**config.mk**
```make
export PLATFORM = sky130hd
export DESIGN_NAME = button_debounce
export DESIGN_NICKNAME = d
export VERILOG_FILES = /design/src/rtl/button_debounce.sv
export SDC_FILE = /design/constraint.sdc
export NUM_CORES = 1
export LEC_CHECK = 0
export ABC_AREA = 1
export BUFFER_PORTS_ARGS = -buffer_cell sky130_fd_sc_hd__clkbuf_2
export CORE_MARGIN = 3
export CORE_UTILIZATION = 30
export CTS_BUF_LIST = sky130_fd_sc_hd__clkbuf_2 sky130_fd_sc_hd__clkbuf_4 sky130_fd_sc_hd__clkbuf_8
export DETAILED_ROUTE_END_ITERATION = 16
export PLACE_DENSITY = 0.43
export SETUP_SLACK_MARGIN = 0.2
export SLEW_MARGIN = 25
export SYNTH_ARGS = -nofsm -noshare
export SYNTH_HDL_FRONTEND = slang
export SYNTH_SLANG_ARGS = --single-unit
```
**constraint.sdc**
```tcl
create_clock -name clock -period 2.15 [get_ports clock]
set_input_delay 0.1075 -clock clock [delete_from_list [all_inputs] [get_ports clock]]
set_output_delay 0.1075 -clock clock [all_outputs]
set_load 0.1 [all_outputs]
```
**src/rtl/button_debounce.sv**
```systemverilog
// Purpose: per-channel push-button conditioner: synchroniser, debounce counter + FSM, clean level and press/release pulses.
// Latency: clean raw edge to level/rise/fall is SYNC_STAGES+STABLE_CYCLES clock edges; all outputs registered.
// Backpressure: none; pulses are single-cycle and must be consumed when they appear.
// Optional feature: define DEBOUNCE_REPEAT_EN to add auto-repeat rise pulses while a button stays held.
module button_debounce #(
    parameter int CHANNELS      = 4,
    parameter int SYNC_STAGES   = 2,
    parameter int STABLE_CYCLES = 8,
    parameter int REPEAT_DELAY  = 32,
    parameter int REPEAT_PERIOD = 8
) (
    input  logic                clock,
    input  logic                reset,
    input  logic [CHANNELS-1:0] raw,
    output logic [CHANNELS-1:0] level,
    output logic [CHANNELS-1:0] rise,
    output logic [CHANNELS-1:0] fall
);

    // Elaboration-time sanity checks on the configuration.
    if (STABLE_CYCLES < 2) begin : g_bad_stable
        $error("button_debounce: STABLE_CYCLES must be >= 2");
    end
    if (SYNC_STAGES < 2) begin : g_bad_sync
        $error("button_debounce: SYNC_STAGES must be >= 2");
    end
    if ((REPEAT_DELAY < 1) || (REPEAT_PERIOD < 1)) begin : g_bad_repeat
        $error("button_debounce: REPEAT_DELAY and REPEAT_PERIOD must be >= 1");
    end

    // The stability counter only ever reaches STABLE_CYCLES-1 before a decision is made.
    localparam int                CNT_W   = $clog2(STABLE_CYCLES);
    localparam logic [CNT_W-1:0]  CNT_MAX = CNT_W'(STABLE_CYCLES - 1);
    localparam logic [CNT_W-1:0]  CNT_ONE = CNT_W'(1);

`ifdef DEBOUNCE_REPEAT_EN
    localparam int                REP_MAX    = (REPEAT_DELAY > REPEAT_PERIOD) ? REPEAT_DELAY : REPEAT_PERIOD;
    localparam int                RCNT_W     = (REP_MAX > 1) ? $clog2(REP_MAX) : 1;
    localparam logic [RCNT_W-1:0] REP_DLY_M1 = RCNT_W'(REPEAT_DELAY - 1);
    localparam logic [RCNT_W-1:0] REP_PER_M1 = RCNT_W'(REPEAT_PERIOD - 1);
    localparam logic [RCNT_W-1:0] RCNT_ONE   = RCNT_W'(1);
`endif

    typedef enum logic [1:0] {
        ST_IDLE    = 2'd0,
        ST_ARM_PRS = 2'd1,
        ST_HELD    = 2'd2,
        ST_ARM_REL = 2'd3
    } state_t;

    logic [CHANNELS-1:0] r_sync [SYNC_STAGES];

    // Synchroniser chain: raw is asynchronous, the last stage feeds the FSMs.
    always_ff @(posedge clock) begin
        if (reset) begin
            for (int i = 0; i < SYNC_STAGES; i++) begin
                r_sync[i] <= '0;
            end
        end else begin
            r_sync[0] <= raw;
            for (int i = 1; i < SYNC_STAGES; i++) begin
                r_sync[i] <= r_sync[i-1];
            end
        end
    end

    for (genvar g = 0; g < CHANNELS; g++) begin : g_ch
        state_t           r_state;
        state_t           w_state_nxt;
        logic [CNT_W-1:0] r_cnt;
        logic [CNT_W-1:0] w_cnt_nxt;
        logic             r_level;
        logic             r_rise;
        logic             r_fall;
        logic             w_level_nxt;
        logic             w_rise_nxt;
        logic             w_fall_nxt;
        logic             w_s;
        logic             w_rep_fire;

        assign w_s = r_sync[SYNC_STAGES-1][g];

`ifdef DEBOUNCE_REPEAT_EN
        logic [RCNT_W-1:0] r_rcnt;
        logic              r_rfirst;
        logic [RCNT_W-1:0] w_rep_lim;

        // First repeat waits the long delay, later repeats use the short period.
        assign w_rep_lim  = r_rfirst ? REP_DLY_M1 : REP_PER_M1;
        assign w_rep_fire = (r_state == ST_HELD) && (r_rcnt == w_rep_lim);

        // Repeat counter: runs in HELD, freezes in ARM_REL, cleared whenever not pressed.
        always_ff @(posedge clock) begin
            if (reset) begin
                r_rcnt   <= '0;
                r_rfirst <= 1'b1;
            end else begin
                case (r_state)
                    ST_HELD: begin
                        if (w_rep_fire) begin
                            r_rcnt   <= '0;
                            r_rfirst <= 1'b0;
                        end else begin
                            r_rcnt   <= r_rcnt + RCNT_ONE;
                        end
                    end
                    ST_ARM_REL: begin
                        r_rcnt   <= r_rcnt;
                        r_rfirst <= r_rfirst;
                    end
                    default: begin
                        r_rcnt   <= '0;
                        r_rfirst <= 1'b1;
                    end
                endcase
            end
        end
`else
        assign w_rep_fire = 1'b0;
`endif

        // State, stability counter and registered outputs.
        always_ff @(posedge clock) begin
            if (reset) begin
                r_state <= ST_IDLE;
                r_cnt   <= '0;
                r_level <= 1'b0;
                r_rise  <= 1'b0;
                r_fall  <= 1'b0;
            end else begin
                r_state <= w_state_nxt;
                r_cnt   <= w_cnt_nxt;
                r_level <= w_level_nxt;
                r_rise  <= w_rise_nxt;
                r_fall  <= w_fall_nxt;
            end
        end

        // Debounce decision: any opposite sample while arming falls back to the stable state.
        always_comb begin
            w_state_nxt = r_state;
            w_cnt_nxt   = r_cnt;
            w_level_nxt = r_level;
            w_rise_nxt  = 1'b0;
            w_fall_nxt  = 1'b0;
            case (r_state)
                ST_IDLE: begin
                    if (w_s) begin
                        w_state_nxt = ST_ARM_PRS;
                        w_cnt_nxt   = CNT_ONE;
                    end
                end
                ST_ARM_PRS: begin
                    if (!w_s) begin
                        w_state_nxt = ST_IDLE;
                        w_cnt_nxt   = '0;
                    end else if (r_cnt == CNT_MAX) begin
                        w_state_nxt = ST_HELD;
                        w_cnt_nxt   = '0;
                        w_level_nxt = 1'b1;
                        w_rise_nxt  = 1'b1;
                    end else begin
                        w_cnt_nxt   = r_cnt + CNT_ONE;
                    end
                end
                ST_HELD: begin
                    w_rise_nxt = w_rep_fire;
                    if (!w_s) begin
                        w_state_nxt = ST_ARM_REL;
                        w_cnt_nxt   = CNT_ONE;
                    end
                end
                ST_ARM_REL: begin
                    if (w_s) begin
                        w_state_nxt = ST_HELD;
                        w_cnt_nxt   = '0;
                    end else if (r_cnt == CNT_MAX) begin
                        w_state_nxt = ST_IDLE;
                        w_cnt_nxt   = '0;
                        w_level_nxt = 1'b0;
                        w_fall_nxt  = 1'b1;
                    end else begin
                        w_cnt_nxt   = r_cnt + CNT_ONE;
                    end
                end
                default: begin
                    w_state_nxt = ST_IDLE;
                    w_cnt_nxt   = '0;
                    w_level_nxt = 1'b0;
                end
            endcase
        end

        assign level[g] = r_level;
        assign rise[g]  = r_rise;
        assign fall[g]  = r_fall;
    end

endmodule

```
=== Word level (Yosys, flattened, before mapping) ===
Memory sizes are Yosys's and may differ from the RTL's.
Cells that the tools add are included.

* Bitwise operators: 14
* Add/sub/neg operators: 4
* Reductions and logical operators: 28
* Muxes and demuxes: 81
* Equal/unequal tests: 48

{| class="wikitable"
|+ Operators by type and width
! operator !! number
|-
| 3-bit 2-to-1 mux || 20
|-
| 2-bit 2-to-1 mux || 24
|-
| 2-bit != test (second input constant) || 24
|-
| 3-bit one-hot mux with 4 select lines || 4
|-
| 2-bit one-hot mux with 4 select lines || 4
|-
| 3-bit != test (second input constant) || 8
|-
| 3-bit OR reduction || 8
|-
| 1-bit 2-to-1 mux || 23
|-
| 5-bit AND reduction || 4
|-
| 2-bit equality test (second input constant) || 8
|-
| 4-bit AND reduction || 4
|-
| 3-bit by 1-bit adder with 3-bit output (second input constant) || 4
|-
| 3-bit equality test (second input constant) || 4
|-
| 1-bit NOT || 12
|-
| 2-bit by 1-bit equality test with 1-bit output (second input constant) || 4
|-
| 2-bit zero test || 4
|-
| 4-bit 2-to-1 mux || 2
|-
| 1-bit one-hot mux with 2 select lines || 4
|-
| 2-bit AND reduction || 4
|-
| 2-bit nonzero test || 4
|-
| 1-bit OR || 2
|}

* Flip-flop bits (word level): 32
* Memories: 1
* Output and inout port bits: 12
* Memory bits (writable): 8

{| class="wikitable"
|+ Memories
! memory !! words !! width !! rd ports !! clocked after memory_dff !! wr ports !! RTL line !! text
|-
| r_sync || 2 || 4 || 2 || 0 || 2 || 51 || <nowiki>logic [CHANNELS-1:0] r_sync [SYNC_STAGES];</nowiki>
|}

=== Longest topological paths before layout ===
Gate-level depths: netlist of run 1.

* Depth in word-level cells: 4
* Depth in mapped cells: 7
* Gate-level depth less buffers: 7

=== Least setup slack after synthesis of run 1 ===
OpenSTA, ideal clock, no wires.

* Path kind: reg-to-reg
* From: register g_ch[3].r_cnt[0]
* To: register g_ch[3].r_cnt[0]
* Required time: 2093 ps
* Arrival time: 1064 ps
* Period minus slack after synthesis: 1121 ps
* Path buffers: 0
* Stages on the path, launching flop included: 8
* Setup time: 57 ps
* Setup slack: 1029 ps
* Path through: dfxtp_1 > ha_1 > ha_1 > nand2_1 > nand2_1 > a21oi_1 > o21ai_0 > inv_1

* Word-level cells in the longest chain between the ends: 4

{| class="wikitable"
|+ RTL lines
! element !! RTL line !! text
|-
| from (decl) || 70 || <nowiki>logic [CNT_W-1:0] r_cnt;</nowiki>
|-
| from (signal assigned) || 132 || <nowiki>r_cnt <= w_cnt_nxt;</nowiki>
|-
| 3-bit by 1-bit adder with 3-bit output / 3-bit equality test (equally long branches) || -- ||
|-
| 3-bit 2-to-1 mux (*) || 157, 177 ||
|-
| 3-bit 2-to-1 mux, on equally long branches || 174, 154 ||
|-
| 3-bit one-hot mux with 4 select lines (*) || 146 || <nowiki>case (r_state)</nowiki>
|}

Mark *: on every way between the ends. The rest lies on a longest branch, timed or not.
A chain may end at the register's enable or synchronous reset.

=== Worst setup path after layout of run 1 ===
Same ends and word-level chain as after synthesis.

==> results of run 1 <==
cells in the final DEF (no fill, tap or decap), types with 2 or more instances in the layout:
cell / count
a21oi_1: 11
clkbuf_2: 17
clkbuf_8: 5
dfxtp_1: 40
dlygate4sd3_1: 3
ha_1: 8
inv_1: 26
inv_2: 2
nand2_1: 33
nand2_2: 2
nand2_4: 2
nand3_1: 18
nand4_1: 2
nor2_1: 23
o21ai_0: 6
o22ai_1: 2
how the worst max path moves through the flow:
stage                            end  cells after the start              from
floorplan           g_ch[3].r_cnt[0]                      7  g_ch[3].r_cnt[0]
detailed placement  g_ch[3].r_cnt[0]                      7  g_ch[3].r_cnt[0]
finish              g_ch[3].r_cnt[0]                      7  g_ch[3].r_cnt[0]
global placement    g_ch[3].r_cnt[0]                      7  g_ch[3].r_cnt[0]
CTS                         level[3]                      1   g_ch[3].r_level
global route        g_ch[3].r_cnt[0]                      7  g_ch[3].r_cnt[0]
metrics by stage:
stage	util [%]	area (um^2)	hold WS, ns	power (W)
final	35.6	1850	0.0144	0.00143
after global placement	32.8	1710	0.303	0.000835
after detailed placement	32.8	1710	0.302	0.000834
after floorplan	-	1650	0.214	0.000821
after global routing	35.6	1850	0.0464	0.00150
after CTS	35.6	1850	0.000856	0.00146
power breakdown:
group | switching, W | leakage (nW) | internal (W)
combinational | 0.0000340 | 0.487 | 0.0000217
clock | 0.000252 | 0.0586 | 0.000357
sequential | 0.0000102 | 0.325 | 0.000754
sequential cells by signal (all words and copies together) (netlist names), named ones only:
| register | flops |
|---|---|
| g_ch.r_cnt | 12 |
| g_ch.r_rise | 4 |
| g_ch.r_state | 4 |
| g_ch.r_level | 4 |
| g_ch.r_fall | 4 |
| r_sync | 8 |
cells by family after synthesis:
kind of cell / share of synthesized area, %
buf+inv: 14.1
flops: 48.6
simple gates: 23.7
fa+ha+maj: 6.08
compound gates: 7.52
area by class of cell:
| cell class | instances | area [um^2] | share of cell area [%] |
|---|---|---|---|
| clock buffer | 6 | 76.3 | 4.12 |
| clock inverter | 2 | 35.0 | 1.89 |
| inverter | 29 | 114 | 6.15 |
| multi-input combinational | 115 | 614 | 33.2 |
| sequential | 40 | 801 | 43.3 |
| tap | 70 | 87.6 | 4.73 |
| timing repair buffer | 21 | 123 | 6.63 |
worst reg2reg max path, delay by kind of cell (launching register included):
kind / cells / cell delay, ns
simple gates: 2 / 0.17
fa+ha+maj: 2 / 0.41
buf+inv: 1 / 0.05
compound gates: 2 / 0.20
flops: 1 / 0.33
cell usage after synthesis, types with 2 or more instances:
master   number
nand3_1      18
o22ai_1       2
a21oi_1      11
inv_1        26
ha_1          8
nand4_1       2
nor2_1       23
dfxtp_1      40
nand2_4       2
nand2_1      33
buf_6         2
nand2_2       2
buf_4        12
inv_2         2
o21ai_0       6
repair_timing:
item | 4_1_cts | 5_1_grt
gates resized for setup | 0 | 0
endpoints found under the hold margin | 3 | 0
hold buffers | 3 | 0
setup buffers | 0 | 0
layer usage:
metal	up-vias	share of wire (%)
met5	-	0
li1	645	-
met1	506	53
met3	7	4.1
met2	23	41
met4	0	2.6
==> impl_metrics.ini, run 1 <==
[sta]
worstMarginPinSlew_ns = 0.543
slew_headroom_pct = 63.9
setup_ws_ns = 0.933
clock.fmax_mhz = 821
finalSetupTns_ns = 0
final.period_utilization_pct = 56.6
maxSlewViolCount = 0
rsz0062_at_grt = false
final_hold_viol_count = 0
period_minus_slack_ns = 1.22
final-setup-viol-count = 0
fin_worst_skew_ns = 0.00752

[routing]
wl_per_cell_um = 9.14
postRouteAntennaNets = 0
vias = 1181
routed_wl_mm = 2.59
drc = 0
detail_route.first_pass.iterations = 4
vias_per_cell = 4.17
initialDrtViolationCount = 49

[global_route]
antenna_found_initial = 0
grt_pass1_vias = 1067
grt_use_total_pct = 9.43
met1_usage_pct = 12.1
gr-total-overflow = 0
grt_max_degree = 18
grt_pass1_wl_mm = 4.62
use_met3_pct = 3.36
grt_busiest_layer = met2
grtUsageMet2_pct = 13.4

[critical_path]
arrival_ns = 1.46
r2r_cells = 7
crit_family = adder cells
critPathLaunchType = flop
path_cells = ha_1 > ha_1 > nand2_1 > nand2_1 > a21oi_1 > o21ai_0 > inv_1
cp_slowest_cell = dfxtp_1
r2r_end = g_ch[3].r_cnt[0]
worstReg2RegStart = g_ch[3].r_cnt[0]
critPathMaxStageDelay_ns = 0.33
reg2reg_slack_ns = 0.93
cp-end-kind = flop
worstPathRequired_ns = 2.39
crit_path_max_fanout = 3
critPathBufInv = 1
setup.worst_path.class = reg2reg

[die]
die_area_um2 = 6410
core_um2 = 5200
io_pins = 18
die_h_um = 80.1
rows = 26
initial_core_util_pct = 31.6
die_x_um = 80.1

[worst_hold_path]
min_path_cells = 3
hold_end = r_sync[0][2]
hold_class = in2reg
hold_start = raw[2]

[final_layout]
antenna_cells = 0
final_layout_size_suffix_gt1_share_pct = 17.4
area_growth_pct = 12.4
nFillCells = 553
instances_no_fill = 283
layout.nets = 226

[clocking]
cts_tree = yes
cts_max_path_buffers = 2
numCtsBuffers = 5
root_buffer = clkbuf_8
cts_sinks = 40
cts_max_level = 2
clkLatencyLatePin_ns = 0.29
clkTransAtPathRegs_ns = 0.08

[synthesis]
synth_cell_type_count = 25
synth_seq_cells = 40
syn_inst = 199
syn_area_um2 = 1650
syn_area_per_cell_um2 = 8.27
synth.largest_area_cell = dfxtp_1
syn_nets = 213
ys_warn_count = 0
synth_seq_area_share_pct = 48.6
async_flop_share_pct = 0
synthTopCellsByArea = dfxtp_1, nand2_1, ha_1
synth_edf_count = 0
synthFlopType = dfxtp_1
synth_top_area_share_pct = 48.6

[run_status]
status = finished clean

[placement]
hpwlAfterDp_mm = 1.87
gp_congestion = 0.708
portBuffers = 17
place_ws_ns = 0.953
dp.cells = 272

[power_and_ir_drop]
p_leak_nw = 0.870
power_density_nw_per_um2 = 772
ir_worst_vdd_mv = 0.378

[run]
max-cap-violations = 0
No activity file was read; power rests on OpenSTA's default activity.
==> run 2: changes to the inputs <==
- clock period: 2.15 -> 1.2 ns (I/O delays scaled with it)
==> run 2 against run 1 <==
Sequential share of layout area shrank 6.1 points. Register-to-register slack lost 0.83 ns. Global-route usage grew 1.6 points. Critical path depth is the same. Final cell count grew 2.1%. Critical path type unchanged. Critical endpoint is now g_ch[0].r_cnt[0].
==> impl_metrics.ini, run 2 (synthesis gave the netlist of run 1 again) <==
[sta]
clock.fmax_mhz = 915
maxSlewViolCount = 0
slew_headroom_pct = 80.7
worstMarginPinSlew_ns = 0.289
period_minus_slack_ns = 1.09
finalSetupTns_ns = 0
rsz0062_at_grt = true
fin_worst_skew_ns = 0.00711
final.period_utilization_pct = 91.1
final_hold_viol_count = 0
final-setup-viol-count = 0

[clocking]
clkLatencyLatePin_ns = 0.29
root_buffer = clkbuf_8
cts_sinks = 40
cts_tree = yes
cts_max_path_buffers = 2
clkTransAtPathRegs_ns = 0.08
cts_max_level = 2
numCtsBuffers = 5

[routing]
wl_per_cell_um = 11.2
vias = 1259
postRouteAntennaNets = 0
drc = 0
vias_per_cell = 4.36
routed_wl_mm = 3.24
detail_route.first_pass.iterations = 4
initialDrtViolationCount = 28

[power_and_ir_drop]
p_leak_nw = 0.948
ir_worst_vdd_mv = 0.531
total_power_w = 0.00244
power_density_nw_per_um2 = 1110

[critical_path]
critPathMaxStageDelay_ns = 0.34
critPathLaunchType = flop
cp_slowest_cell = dfxtp_2
arrival_ns = 1.33
crit_path_max_fanout = 3
cp-end-kind = flop
worstPathRequired_ns = 1.44
critPathBufInv = 1
setup.worst_path.class = reg2reg
path_cells = ha_4 > ha_4 > nand2_4 > nand2_4 > a21oi_2 > o21ai_1 > inv_1
crit_family = flip-flops

[global_route]
grt_max_degree = 18
gr-total-overflow = 0
grt_pass1_wl_mm = 5.42
grt_use_total_pct = 11.0
grt_pass1_vias = 1222
antenna_found_initial = 0

[final_layout]
largest-register = g_ch.r_cnt
antenna_cells = 0
fin_area_um2 = 2200
layout_commonest_cell = dfxtp_1
top_regs = g_ch.r_cnt (12), r_sync (8)
instances_no_fill = 289
final_layout_size_suffix_gt1_share_pct = 42.9
layout_common_cells = dfxtp_1, inv_1, nand2_1, nor2_1, nand3_1
layout.nets = 232
largest_register_ffs = 12
area_growth_pct = 33.4

[placement]
hpwlAfterDp_mm = 2.14
place_area_um2 = 1820
portBuffers = 17
dp.cells = 272
gp_congestion = 0.765

[worst_hold_path]
hold_class = in2reg

[die]
die_h_um = 80.1
core_um2 = 5200
io_pins = 18
die_x_um = 80.1
initial_core_util_pct = 31.6
die_area_um2 = 6410
rows = 26

[run_status]
status = finished clean

[run]
max-cap-violations = 0
run 2: path summary, 6_finish.rpt:
check | startpoint | end | slack, ns | cells past startpoint
max | g_ch[0].r_cnt[1] | g_ch[0].r_cnt[0] | 0.11 | 7
min | reset | flop | 0.22 | 4
max reg2reg | g_ch[0].r_cnt[1] | g_ch[0].r_cnt[0] | 0.11 | 7
min reg2reg | r_sync[0][2] | r_sync[0][6] | 0.40 | 2
run 2: worst register-to-register path: stages (launching register included):
cell     delay, ns
dfxtp_2       0.34
ha_4          0.16
ha_4          0.16
nand2_4       0.09
nand2_4       0.06
a21oi_2       0.11
o21ai_1       0.07
inv_1         0.05
run 2: power by group:
part | switching, W | internal (W) | total, W | leakage, nW
sequential | 0.0000241 | 0.00135 | 0.00137 | 0.330
combinational | 0.0000805 | 0.0000587 | 0.000139 | 0.567
clock | 0.000465 | 0.000459 | 0.000924 | 0.0510
run 2: per-stage QoR:
stage / setup WS (ns) / hold WS [ns] / utilization, %
2_1_floorplan: 0.166 / 0.167 / -
3_3_place_gp: 0.100 / 0.253 / 35.0
3_5_place_dp: 0.0909 / 0.255 / 35.0
4_1_cts: 0.117 / 0.192 / 40.1
5_1_grt: 0.0551 / 0.237 / 42.2
6_report: 0.107 / 0.219 / 42.2
run 2: metal layers:
layer / track usage (%) / vias to the layer above / wire length (um)
met1: 11.9 / 575 / 1420
met4: 6.08 / 0 / 66
met5: 0 / - / 0
met3: 4.26 / 7 / 123
met2: 18.3 / 18 / 1630
li1: - / 659 / -
run 2: final cells by class:
class                   instances  area [um^2]
well taps                      70         87.6
clock inverters                 2         10.0
fillers                       529         3010
clock buffers                   6         82.6
repair buffers                 27          219
flip-flops and latches         40          817
multi-input cells             115          862
inverters                      29          119
run 2: timing repair:
item / 4_1_cts / 5_1_grt
resized for setup: 27 / 32
hold buffers: 4 / 0
pin swaps: 20 / 13
endpoints found under the hold margin: 4 / 0
endpoints found under the setup margin: 27 / 33
setup buffers: 5 / 0
